<file path="config.mk">
export PLATFORM = sky130hd
export DESIGN_NAME = iob_uart2iob
export DESIGN_NICKNAME = d
export VERILOG_FILES = /design/src/rtl/iob_uart2iob.sv
export SDC_FILE = /design/constraint.sdc
export NUM_CORES = 1
export LEC_CHECK = 0
export ABC_AREA = 1
export CAP_MARGIN = 20
export CORE_ASPECT_RATIO = 0.6
export CORE_MARGIN = 2
export CORE_UTILIZATION = 35
export CTS_CLUSTER_SIZE = 10
export DETAILED_ROUTE_END_ITERATION = 8
export PLACE_DENSITY = 0.57
export SYNTH_ARGS = -nofsm -noshare
export SYNTH_HDL_FRONTEND = slang
export SYNTH_SLANG_ARGS = --single-unit
</file>
<file path="constraint.sdc">
create_clock -name clk_i -period 3.4 [get_ports clk_i]
set_clock_uncertainty 0.1 [all_clocks]
set_input_delay 0.51 -clock clk_i [delete_from_list [all_inputs] [get_ports clk_i]]
set_output_delay 0.51 -clock clk_i [all_outputs]
set_load 0.01 [all_outputs]
</file>
<file path="src/rtl/iob_uart2iob.sv">
// iob_uart2iob: RS232 command frames (8N1) to IOb native bus transactions, replying ACK/NAK or read data.
module iob_uart2iob #(
  parameter int DATA_W  = 32,
  parameter int ADDR_W  = 32,
  parameter int BIT_DIV = 868
) (
  input  logic                clk_i,
  input  logic                arst_n_i,
  input  logic                rxd_i,
  output logic                txd_o,
  input  logic                cts_i,
  output logic                rts_o,
  output logic                iob_valid_o,
  output logic [ADDR_W-1:0]   iob_addr_o,
  output logic [DATA_W-1:0]   iob_wdata_o,
  output logic [DATA_W/8-1:0] iob_wstrb_o,
  input  logic                iob_ready_i,
  input  logic                iob_rvalid_i,
  input  logic [DATA_W-1:0]   iob_rdata_i,
  output logic                busy_o
);
  localparam int CW = $clog2(BIT_DIV);
  localparam logic [CW-1:0] C_MAX  = CW'(BIT_DIV - 1);
  localparam logic [CW-1:0] C_HALF = CW'(BIT_DIV / 2 - 1);

  typedef enum logic [2:0] {S_CMD, S_ADDR, S_DATA, S_REQ, S_RWAIT, S_TX} state_t;
  state_t r_state, w_nxt;

  logic [1:0]        r_rx_s;
  logic              r_rx_d, r_rx_act, r_rx_vld, r_rx_ferr;
  logic [CW-1:0]     r_rx_cnt;
  logic [3:0]        r_rx_bit;
  logic [7:0]        r_rx_sh, r_rx_byte;
  logic              r_tx_act, r_txd;
  logic [CW-1:0]     r_tx_cnt;
  logic [3:0]        r_tx_bit;
  logic [8:0]        r_tx_sh;
  logic [DATA_W-1:0] r_tx_data;
  logic [1:0]        r_tx_last, r_byte;
  logic              r_we, r_valid;
  logic [31:0]       r_addr;
  logic [DATA_W-1:0] r_wdata;
  logic [DATA_W/8-1:0] r_wstrb;
  logic w_rx, w_cmd_ok, w_acc, w_tx_done, w_tx_load;

  assign w_rx      = r_rx_s[1];
  assign w_cmd_ok  = r_rx_byte == 8'h57 || r_rx_byte == 8'h52;
  assign w_acc     = r_valid && iob_ready_i;
  assign w_tx_done = r_tx_act && r_tx_cnt == C_MAX && r_tx_bit == 4'd9;
  assign w_tx_load = r_state == S_TX && !r_tx_act && cts_i;

  // Receiver: mid-bit sampling, false start rejected, stop bit reported as framing status
  always_ff @(posedge clk_i or negedge arst_n_i)
    if (!arst_n_i) begin
      r_rx_s    <= 2'b11;
      r_rx_d    <= 1'b1;
      r_rx_act  <= 1'b0;
      r_rx_vld  <= 1'b0;
      r_rx_ferr <= 1'b0;
      r_rx_cnt  <= '0;
      r_rx_bit  <= '0;
      r_rx_sh   <= '0;
      r_rx_byte <= '0;
    end else begin
      r_rx_s   <= {r_rx_s[0], rxd_i};
      r_rx_d   <= w_rx;
      r_rx_vld <= 1'b0;
      if (!r_rx_act) begin
        if (r_rx_d && !w_rx) begin
          r_rx_act <= 1'b1;
          r_rx_cnt <= '0;
          r_rx_bit <= '0;
        end
      end else begin
        r_rx_cnt <= r_rx_cnt == C_MAX ? '0 : r_rx_cnt + 1'b1;
        if (r_rx_cnt == C_HALF) begin
          r_rx_bit <= r_rx_bit + 4'd1;
          if (r_rx_bit == 4'd0 && w_rx) r_rx_act <= 1'b0;
          else if (r_rx_bit == 4'd9) begin
            r_rx_act  <= 1'b0;
            r_rx_vld  <= 1'b1;
            r_rx_ferr <= !w_rx;
            r_rx_byte <= r_rx_sh;
          end else if (r_rx_bit != 4'd0) r_rx_sh <= {w_rx, r_rx_sh[7:1]};
        end
      end
    end

  always_ff @(posedge clk_i or negedge arst_n_i)
    if (!arst_n_i) r_state <= S_CMD;
    else r_state <= w_nxt;

  always_comb begin
    w_nxt = r_state;
    case (r_state)
      S_CMD:   if (r_rx_vld) w_nxt = (!r_rx_ferr && w_cmd_ok) ? S_ADDR : S_TX;
      S_ADDR:  if (r_rx_vld) w_nxt = r_rx_ferr ? S_TX : r_byte != 2'd3 ? S_ADDR : r_we ? S_DATA : S_REQ;
      S_DATA:  if (r_rx_vld) w_nxt = r_rx_ferr ? S_TX : r_byte == 2'd3 ? S_REQ : S_DATA;
      S_REQ:   if (w_acc) w_nxt = r_we ? S_TX : S_RWAIT;
      S_RWAIT: if (iob_rvalid_i) w_nxt = S_TX;
      S_TX:    if (w_tx_done && r_byte == r_tx_last) w_nxt = S_CMD;
      default: w_nxt = S_CMD;
    endcase
  end

  always_ff @(posedge clk_i or negedge arst_n_i)
    if (!arst_n_i) begin
      r_byte    <= '0;
      r_we      <= 1'b0;
      r_addr    <= '0;
      r_wdata   <= '0;
      r_wstrb   <= '0;
      r_valid   <= 1'b0;
      r_tx_data <= '0;
      r_tx_last <= '0;
    end else begin
      r_byte <= w_nxt != r_state ? 2'd0 :
                ((r_rx_vld && (r_state == S_ADDR || r_state == S_DATA)) || w_tx_done) ? r_byte + 2'd1 : r_byte;
      if (r_state == S_CMD && r_rx_vld) r_we <= r_rx_byte == 8'h57;
      if (r_state == S_ADDR && r_rx_vld) r_addr <= {r_rx_byte, r_addr[31:8]};
      if (r_state == S_DATA && r_rx_vld) r_wdata <= {r_rx_byte, r_wdata[DATA_W-1:8]};
      r_valid <= r_state == S_REQ && !w_acc;
      if (w_nxt == S_REQ && r_state != S_REQ) r_wstrb <= {(DATA_W/8){r_we}};
      // Reply chosen by the state we leave: read data, ACK after a write, NAK otherwise
      if (w_nxt == S_TX && r_state != S_TX) begin
        r_tx_data <= r_state == S_RWAIT ? iob_rdata_i : r_state == S_REQ ? DATA_W'(8'h06) : DATA_W'(8'h15);
        r_tx_last <= r_state == S_RWAIT ? 2'd3 : 2'd0;
      end
    end

  always_ff @(posedge clk_i or negedge arst_n_i)
    if (!arst_n_i) begin
      r_tx_act <= 1'b0;
      r_tx_cnt <= '0;
      r_tx_bit <= '0;
      r_tx_sh  <= '1;
      r_txd    <= 1'b1;
    end else if (w_tx_load) begin
      r_tx_act <= 1'b1;
      r_tx_cnt <= '0;
      r_tx_bit <= '0;
      r_txd    <= 1'b0;
      r_tx_sh  <= {1'b1, r_tx_data[{r_byte, 3'b000} +: 8]};
    end else if (r_tx_act) begin
      r_tx_cnt <= r_tx_cnt == C_MAX ? '0 : r_tx_cnt + 1'b1;
      if (r_tx_cnt == C_MAX) begin
        r_tx_bit <= r_tx_bit + 4'd1;
        if (r_tx_bit == 4'd9) r_tx_act <= 1'b0;
        else begin
          r_txd   <= r_tx_sh[0];
          r_tx_sh <= {1'b1, r_tx_sh[8:1]};
        end
      end
    end

  assign txd_o       = r_txd;
  assign rts_o       = arst_n_i && (r_state == S_CMD || r_state == S_ADDR || r_state == S_DATA);
  assign busy_o      = r_state != S_CMD;
  assign iob_valid_o = r_valid;
  assign iob_addr_o  = r_addr[ADDR_W-1:0];
  assign iob_wdata_o = r_wdata;
  assign iob_wstrb_o = r_wstrb;
endmodule

</file>
======== Yosys cells after proc, flatten, opt, wreduce, memory -nomap -nowiden ========
Cells that the tools add are included.
cells by class
  add/sub/neg operators ................... 5
  equal/unequal tests ..................... 22
  shift operators ......................... 1
  multiplexer cells ....................... 52
  bitwise gates (word level) .............. 2
  reductions and logical operators ........ 39
operators by type and width
  operator                                                                number
  10-bit 2-to-1 mux                                                       6
  9-bit 2-to-1 mux                                                        4
  32-bit 2-to-1 mux                                                       1
  32-bit by 6-bit indexed part select with 8-bit output                   1
  3-bit 2-to-1 mux                                                        9
  4-bit 2-to-1 mux                                                        6
  10-bit by 1-bit adder with 10-bit output, second input constant         2
  10-bit equality test, second input constant                             2
  1-bit 2-to-1 mux                                                        20
  3-bit case mux with 6 select lines                                      1
  1-bit logical AND                                                       17
  8-bit by 7-bit equality test with 1-bit output, second input constant   2
  10-bit by 9-bit equality test with 1-bit output, second input constant  1
  3-bit by 2-bit equality test with 1-bit output, second input constant   3
  3-bit equality test, second input constant                              3
  4-bit by 1-bit adder with 4-bit output, second input constant           2
  4-bit equality test, second input constant                              2
  2-bit 2-to-1 mux                                                        4
  2-bit nonzero test                                                      4
  1-bit logical OR                                                        5
  5-bit 2-to-1 mux                                                        1
  5-bit AND reduction                                                     1
  1-bit zero test                                                         4
  4-bit zero test                                                         1
  16 further kinds                                                        19
word-level totals
  bits in registers ....................... 167
  bits of input ports ..................... 38
  output and inout bits ................... 72
  word-level logic and storage cells ...... 144

======== Logic depth before layout (Yosys ltp) ========
Gate-level depths: netlist of the first run.
  depth in word-level cells ............... 8
  gate-level depth with buffers ........... 13
  depth with buffers taken out ............ 12

======== Worst setup path after synthesis of the first run ========
OpenSTA, ideal clock, no wires.
  path type ............................... register to register
  from .................................... register r_state[1]
  to ...................................... register r_tx_data[23]
  setup time .............................. 0.116 ns
  data arrival time ....................... 1.541 ns
  required time ........................... 3.184 ns
  path slack .............................. 1.643 ns
  stages on the path, launching flop included .. 13
  buffers on the path ..................... 2
  period minus slack after synthesis ...... 1.757 ns
  cells stage by stage .................... dfrtp_1 > buf_6 > nor2_1 > nand3_1 > nand2_1 > inv_1 > nand2_1 > nor2_1 > nor2_2 > nand2_2 > buf_6 > nand2_1 > nand2_1
between the ends
  word-level cells in the longest chain between the ends .. 4
  elaborated cells on any way between the ends .. 17
  classes of those cells .................. 7 x eq/ne; 8 x mux; 2 x reduce/logical
ends and longest elaborated chain
  what                                               RTL line  text
  start, declared                                    27        state_t r_state, w_nxt;
  start signal, assigned                             91        else r_state <= w_nxt;
  3-bit equality test, or another cell as far along  95        case (r_state)
  3-bit case mux with 6 select lines                 95
  3-bit equality test                                125       if (w_nxt == S_TX && r_state != S_TX) begin
  1-bit logical AND                                  125
  end signal, assigned                               126       r_tx_data <= r_state == S_RWAIT ? iob_rdata_i : r_state == S_REQ ? DATA_W'(8'h06) : DATA_W'(8'h15);
  end, declared                                      38        logic [DATA_W-1:0] r_tx_data;
Parallel ways exist; a longest one is shown, timed or not.
A chain may end at the register's enable or synchronous reset.

======== Worst setup path in the final report of the first run ========
  from .................................... input port arst_n_i
  to ...................................... output port rts_o
between the ends
  word-level cells in the longest chain between the ends .. 1
ends and longest elaborated chain
  what               RTL line  text
  start, declared    8         input logic arst_n_i,
  1-bit logical AND  157       assign rts_o = arst_n_i && (r_state == S_CMD || r_state == S_ADDR || r_state == S_DATA);
  end, declared      12        output logic rts_o,
No other way between the ends.

==> results of run 1 <==
==> cells in the final DEF (no fill, tap or decap), types with 2 or more instances in the layout <==
| cell | netlist | final |
|---|---|---|
| a21oi_1 | 22 | 22 |
| buf_4 | 5 | 6 |
| bufinv_16 | 0 | 2 |
| clkbuf_16 | 0 | 17 |
| clkdlybuf4s50_1 | 0 | 108 |
| clkinv_2 | 1 | 2 |
| clkinv_4 | 0 | 2 |
| clkinvlp_4 | 0 | 2 |
| dfrtp_1 | 153 | 153 |
| dfstp_2 | 12 | 12 |
| ha_1 | 9 | 9 |
| inv_1 | 80 | 80 |
| inv_2 | 3 | 3 |
| inv_6 | 0 | 6 |
| mux2_2 | 9 | 9 |
| nand2_1 | 277 | 276 |
| nand2_2 | 2 | 3 |
| nand3_1 | 45 | 45 |
| nand3b_1 | 2 | 2 |
| nand4_1 | 5 | 5 |
| nor2_1 | 61 | 60 |
| nor2_2 | 2 | 3 |
| nor3_1 | 5 | 5 |
| o21ai_0 | 92 | 92 |
| o22ai_1 | 12 | 12 |
| o31ai_1 | 2 | 2 |
| or2_2 | 2 | 2 |
| xnor2_1 | 2 | 2 |
| xor2_1 | 7 | 7 |
==> cells in the mapped netlist (all sizes together) <==
master and n:
dfrtp 153, o41ai 1, dfstp 12, a22o 1
nor2 63, ha 9, o22ai 12, clkbuf 15
xnor2 2, mux2 9, nor3 5, nand2 280
o31ai 2, nor3b 1, a21oi 23, o211ai 1
buf 18, nor4 1, nand3b 2, a211oi 1
clkinv 1, o21ai 93, nand3 46, a21boi 1
xor2 7, o21a 1, inv 83, or2 2
nand4 5
==> area by class of cell <==
| type | instances | area, um2 |
|---|---|---|
| tap | 273 | 341.6 |
| multi-input combinational | 568 | 2684 |
| fill | 2008 | 11040 |
| clock buffer | 18 | 439.2 |
| inverter | 84 | 316.6 |
| clock inverter | 14 | 161.4 |
| sequential | 165 | 4144 |
| timing repair buffer | 116 | 1147 |
==> stage by stage <==
step,power [mW],utilization,instances,setup WS [ns]
after floorplan,2.188,-,850,1.643
after global placement,2.301,0.4254,1205,0.9106
after detailed placement,2.309,0.4254,1205,0.9201
after CTS,4.275,0.4556,1238,0.5259
after global routing,4.408,0.4556,1238,0.4483
final,4.235,0.4556,1238,0.5695
==> worst max path at each step <==
stage | startpoint | to | slack (ns) | depth (start not counted)
4_1_cts | arst_n_i | rts_o | 0.53 | 5
2_1_floorplan | r_state[1] | r_tx_data[23] | 1.64 | 12
6_report | arst_n_i | rts_o | 0.57 | 5
3_3_place_gp | r_byte[1] | r_tx_data[0] | 0.91 | 9
5_1_grt | arst_n_i | rts_o | 0.45 | 5
3_5_place_dp | r_byte[1] | r_tx_data[19] | 0.92 | 9
==> kinds of logic after synthesis <==
kind of cell | count (synthesis) | share of synthesized area
adder cells (fa/ha/maj) | 9 | 0.01535
XOR/XNOR | 9 | 0.01075
AND/OR/NAND/NOR | 405 | 0.2243
buffers and inverters | 117 | 0.06977
multiplexers | 9 | 0.01382
flip-flops | 165 | 0.5650
AO/OA/AOI/OAI | 136 | 0.1010
==> repair_timing <==
action / 4_1_cts / 5_1_grt
setup buffers: 0 / 0
hold endpoints to repair: 38 / 0
hold buffers: 1 / 0
==> state kept, by name, indices dropped and copies added, names as in the netlist, 2 cells and up <==
| signal | count |
|---|---|
| r_rx_bit | 4 |
| r_tx_bit | 4 |
| r_rx_cnt | 10 |
| r_byte | 2 |
| r_rx_byte | 8 |
| iob_addr_o | 32 |
| r_tx_data | 32 |
| r_rx_s | 2 |
| r_tx_cnt | 10 |
| r_state | 3 |
| r_rx_sh | 8 |
| iob_wdata_o | 32 |
| r_tx_sh | 8 |
==> metal layers <==
metal / wire [um] / global-route usage / up-vias
met5: 0 / 0 / -
met4: 124 / 0.04341 / 0
met3: 922 / 0.03215 / 10
met2: 6602 / 0.2128 / 157
met1: 9884 / 0.2768 / 2720
li1: - / - / 2921
==> where the power goes <==
| part | leakage [nW] | total, mW | switching (mW) | internal, mW |
|---|---|---|---|---|
| clock | 0.291 | 1.96 | 0.840 | 1.12 |
| combinational | 1.94 | 0.219 | 0.122 | 0.0967 |
| sequential | 2.21 | 2.05 | 0.0459 | 2.01 |
| total | 4.44 | 4.24 | 1.01 | 3.23 |
==> impl.org, run 1 <==
** Status
- The run finished with clean final reports.

** Synthesis
- Yosys mapped the design onto 39 distinct sky130hd cell types.
- The cell count after synthesis came out at 850.
- In this run the cell area of the synthesized design comes to 7335 um2.
- For this run, the number of Yosys warnings is 0.
- Synthesized netlist net count :: ~900
- Seq cells post-synth :: roughly 170
- Dominant cells by area after synthesis :: dfrtp_1, nand2_1, o21ai_0
- Average cell area after synthesis :: between 8 and 9 um2
- The share of the Yosys chip area taken by registers is 0.5650.
- Cell type with the highest aggregate area in the netlist :: dfrtp_1
- Share of the synthesized area in the top cell type :: 0.5220

** Detailed routing
- After detailed routing, the number of remaining DRC violations is 0.
- Via density per instance :: around 4.7
- The first detailed-routing pass ran for 5 iterations.
- In the final routed layout, each cell accounts on average for between 10 and 15 um.
- Detail Route Antenna Nets :: 0
- The routed design has between 15000 and 20000 um of wire.
- Via count of the routed design :: slightly below 6000
- The detailed router finished its first iteration with 461 violations.

** Floorplan
- In this run the vertical extent of the chip is 116.1 um.
- The floorplan has 40 rows.
- For this configuration, the core starts out at a cell density of 0.3619.
- The die covers roughly 22000 um2.
- I/O Pins :: 110
- Die Span X :: 190.9 um
- In this run the standard cell core region covers around 20000 um2.

** Min path
- Hold Crit Depth :: 0
- Sink of the worst hold path :: r_rx_s[1]
- The tightest min-delay check is of the reg2reg type.
- Hold_sp :: r_rx_s[0]

** Critical path
- Start of the worst register-to-register path :: r_byte[1]
- The critical path contains buffers and inverters numbering 4 combined.
- Top cell family by delay on the critical path :: buffers and inverters
- Crit Path Class :: in2out
- For the worst setup path, the data arrival time is between 2 and 2.5 ns.
- Max FO, Critical Path :: roughly 40
- For this run, the slowest stage of the critical path takes between 0.5 and 0.6 ns.
- Cell depth of the worst flop-to-flop path :: 9
- STA puts the critical path data required time at roughly 2.8 ns.
- Reg-to-reg setup timing slack :: about 0.9 ns
- The endpoint identified for the worst register-to-register timing path is r_tx_data[4].
- Critical path endpoint category :: primary output
- Startpoint Class :: primary input
- The largest individual stage delay along the critical path comes from the cell dlygate4sd3_1.
- CP cell instances :: dlygate4sd3_1, buf_6, o211ai_1, inv_1, clkdlybuf4s50_1

** GRT
- For this run, the total global-route usage over all layers was measured as 0.1665.
- Number of global-route vias before repair :: 5441
- Global routing finished with a remaining overflow of 0.
- Largest net degree at the start of global routing :: 73
- Number of antenna violations at the first check in global routing :: 0
- The first global-routing pass estimated ~29000 um of wire.

** Timing
- For the final routed database, the setup TNS stands at 0 ns.
- Clock period minus final worst setup slack :: 2.831 ns
- Number of endpoints failing setup at the final stage :: 0
- Hold Fails Final Rpt :: 0
- Based on the critical path, the design can be clocked at up to 0.3533 GHz.
- Dividing the final minimum period by the clock period gives 0.8325.
- Worst slew slack as a fraction of its limit :: 0.3940
- Setup repair after global routing left no endpoint under its margin.
- The number of pins with negative max-slew slack in the final report is 0.
- Final hold analysis gives a worst-case slack of roughly 0.26 ns.
- Worst-Margin Slew :: between 0.9 and 1 ns

** CTS
- Gates resized during post-CTS repair numbered 0.
- In this run the number of H-tree levels came out at 4.
- In this run, CTS created clock tree buffers numbering 17.
- TritonCTS built the clock tree.
- Clock edge transition at the registers on the reported setup and hold paths :: 0.07 ns
- Clock sink total :: 165
- Counting along the longest clock path gives a buffer depth of 2.
- Source-to-sink clock delay at the later pin of the worst-skew pair :: ~0.43 ns
- Clock Tree Root :: clkbuf_16

** Placement
- HPWL after DPL :: around 12000 um
- Once placement finished, the instance area stood at around 8600 um2.
- The congestion estimate from routability-driven global placement came to 0.8326.
- Number of buffers added on ports :: between 100 and 150

** Flow run
- Max-capacitance violation count :: 0

** Pwr
- Static leakage power :: approximately 4.4 nW
- For this design the ratio of total power to cell area is 458.7 nW/um2.
- Max VDD drop :: approximately 370 uV

** Layout
- In the final layout, the share of cells above drive strength 1 is 0.07876.
- Relative area change from synthesis to final layout :: 25.90%
- Summed area of non-filler cells in the final layout :: 9234 um2
- ANT cells :: 0
- After the last flow step, the layout net total stands at 999.
Note: power is estimated with default switching activity, not from simulation.
==> run 2: changes to the inputs <==
Settings changed: PLACE_DENSITY 0.57 to 0.59.
Clock period 3.4 ns to 2.39 ns, I/O delays scaled along.
==> run 2 against run 1 <==
- the run now ends with negative hold slack left
- flip-flop and latch count unchanged
- die area is the same
- non-clock buffer count rose by 8
- first-iteration DRC count decreased by 10%
- worst hold slack got worse by 0.26 ns
- clock-buffer cell count up 1
- cell count grew 0.65%
- power increased by 45%
- global-route usage decreased by 0.070 points
- clock power is 47% higher
- largest power group unchanged
==> impl.org, run 2 (synthesis gave the netlist of run 1 again) <==
** Placement
- HPWL after DPL :: 12130 um
- The count of buffers added on input and output ports is around 110.
- At the placement stage, the worst setup path has a slack of roughly 0.3 ns.
- At the end of routability-driven placement, the weighted congestion stood at 0.8518.

** Timing
- Setup repair after global routing could not meet its margin everywhere.
- Number of endpoints failing setup at the final stage :: 0
- Of the available clock period, the critical path in the final layout requires 0.9802.
- Total Negative Setup Slacks :: 0 ns
- Clock period minus final worst setup slack :: 2.343 ns
- Slack of the critical path :: roughly 0.047 ns
- Highest clock rate :: roughly 0.43 GHz
- The number of pins with negative max-slew slack in the final report came to 0.
- Worst-Margin Slew :: between 0.8 and 0.9 ns
- In this run the tightest slew margin relative to its limit is 0.4157.
- Worst hold slack across all endpoints :: -0.003489 ns
- Hold Fails Final Rpt :: 8

** CTS
- Number of buffers between clock root and the deepest sink :: 2
- Clock sink total :: about 170
- Buffers inserted during clock tree synthesis total 17.
- The tree is rooted in a clkbuf_16.
- Source-to-sink clock delay at the later pin of the worst-skew pair :: between 0.4 and 0.5 ns
- The H-tree was split into 4 levels.
- In this run, post-CTS hold repair placed 0 buffers.
- Clock-pin slew was measured on the worst setup and hold paths at 0.06 ns.
- TritonCTS clock tree :: built

** Floorplan
- Die Span X :: approximately 190 um
- The initial utilization of the core area, before any placement, comes to 0.3619.
- The die covers roughly 22000 um2.
- In this run the core area contains 40 standard-cell rows.
- Placeable core area :: between 20000 and 25000 um2
- I/O Pins :: 110
- Die span in y :: 116.1 um

** GRT
- Largest net degree at the start of global routing :: between 150 and 200
- The first global-routing pass estimated 28480 um of wire.
- The via count of the first global-routing pass was approximately 5300.
- After global routing the overflow that remains totals 0.
- Across every metal layer, demand over resource in global routing totals 0.1658.
- The number of antenna violations at the first check in global routing came to 0.

** Layout
- In the layout the commonest cells are nand2_1, dfrtp_1, clkdlybuf4s50_1.
- Most common cell after layout, fill and taps aside :: nand2_1
- The layout has 1972 filler cells.
- Layout cells sized above 1 :: 0.08941
- From synthesis to final layout, the design area changed by 27.43%.
- End-of-flow core utilization :: 0.4611
- Total area of sequential cells :: approximately 4100 um2
- 0 antenna diodes ended up in the layout.
- Summing all multi-input logic gate instances after layout gives about 2700 um2.
- Net count, final :: slightly above 1000

** Detailed routing
- Via density per instance :: between 4 and 5
- Detail Route Antenna Nets :: 0
- Via count of the routed design :: around 5700
- Remaining design rule violation count :: 0
- Number of DRC violations after detailed-routing iteration 0 :: between 400 and 500
- Dividing the detail-routed wire length by the instance count gives 13.85 um.
- Final Routed Wirelength :: around 17000 um
- TritonRoute pass-1 iters :: 5

** Critical path
- Start of the worst register-to-register path :: r_tx_cnt[0]
- Critical path endpoint category :: primary output
- Data on the critical path arrives at its endpoint at roughly 1.9 ns.
- In this design, the stage delay of the slowest critical-path cell is between 0.5 and 0.6 ns.
- Traced cell by cell, the critical path runs through nor2_1, nand2_1, clkdlybuf4s50_1.
- For this design, the slowest cell found on the critical path is clkdlybuf4s50_1.
- STA classifies the critical path startpoint as a flip-flop.
- The critical path starts at r_state[1].
- The critical path ends at busy_o.
- The critical path in this run is classified as reg2out.
- STA puts the critical path data required time at a little under 2 ns.
- Reg-to-reg setup timing slack :: between 0.3 and 0.4 ns
- Capture instance of the worst register-to-register path :: r_tx_sh[7]
- For the worst flop-to-flop path, the logic depth is 9.
- Along the worst path, the maximum fanout reaches 8.

** Pwr
- Power spread over the standard cell area amounts to about 650 nW/um2.
- Across the VDD grid, the largest voltage drop is 469.6 uV.
- In this run the static leakage power is 4.501 nW.

** Status
- Run status :: complete, but fails checks
- Violations in the final reports :: negative hold slack

** Flow run
- Max-capacitance violation count :: 0

** Min path
- Worst hold path type :: in2async
[run 2: changes by cell type in the layout (fill, tap and decap cells not counted), sizes merged]
cell,before,now
clkinvlp,2,3
inv,90,87
buf,7,16
dlygate4sd3,1,0
bufinv,2,3
clkbuf,18,19
[run 2: how the worst min path moves through the flow]
stage                         start             to  slack [ns]  cells past startpoint
after floorplan            arst_n_i  iob_addr_o[0]       -0.04                      0
after global placement    r_rx_s[0]      r_rx_s[1]        0.25                      0
after detailed placement  r_rx_s[0]      r_rx_s[1]        0.25                      0
after CTS                  arst_n_i    r_rx_bit[2]        0.07                      2
after global routing       arst_n_i     r_rx_sh[6]        0.07                      2
final                      arst_n_i   r_rx_byte[6]      -0.003                      2
[run 2: report_power, final]
group | switching, mW | leakage, nW | internal (mW)
combinational | 0.174 | 2.00 | 0.137
clock | 1.20 | 0.294 | 1.69
sequential | 0.0617 | 2.20 | 2.86
[run 2: worst max-delay path, delay by kind of cell (launching register included)]
family,cells,cell delay (ns)
and+or+nand+nor,2,0.48
buffers and inverters,1,0.51
DFF,1,0.46
[run 2: cell type report]
class	count	share of cell area
timing repair buffer	124	0.1329
clock inverter	13	0.01834
clock buffer	19	0.04739
multi-input combinational	568	0.2871
inverter	84	0.03387
sequential	165	0.4438
tap	273	0.03655
[run 2: repair_timing]
| action | in CTS | in global routing |
|---|---|---|
| endpoints found under the setup margin | 1 | 2 |
| endpoints found under the hold margin | 0 | 0 |
| buffers inserted | 0 | 0 |
| pin swaps | 0 | 0 |
| resized for setup | 1 | 2 |
[run 2: metal layers]
| layer | GRT usage | wire, um |
|---|---|---|
| met5 | 0 | 0 |
| met3 | 0.04207 | 1058 |
| met4 | 0.05271 | 169 |
| met2 | 0.2121 | 6392 |
| met1 | 0.2657 | 9637 |
[run 2: stage by stage]
| step | power [mW] | cell area, um2 | std cells |
|---|---|---|---|
| final | 6.120 | 9346 | 1246 |
| after global routing | 6.380 | 9346 | 1246 |
| after CTS | 6.194 | 9344 | 1246 |
| after detailed placement | 3.286 | 8728 | 1214 |
| after global placement | 3.277 | 8728 | 1214 |
| after floorplan | 3.112 | 7335 | 850 |
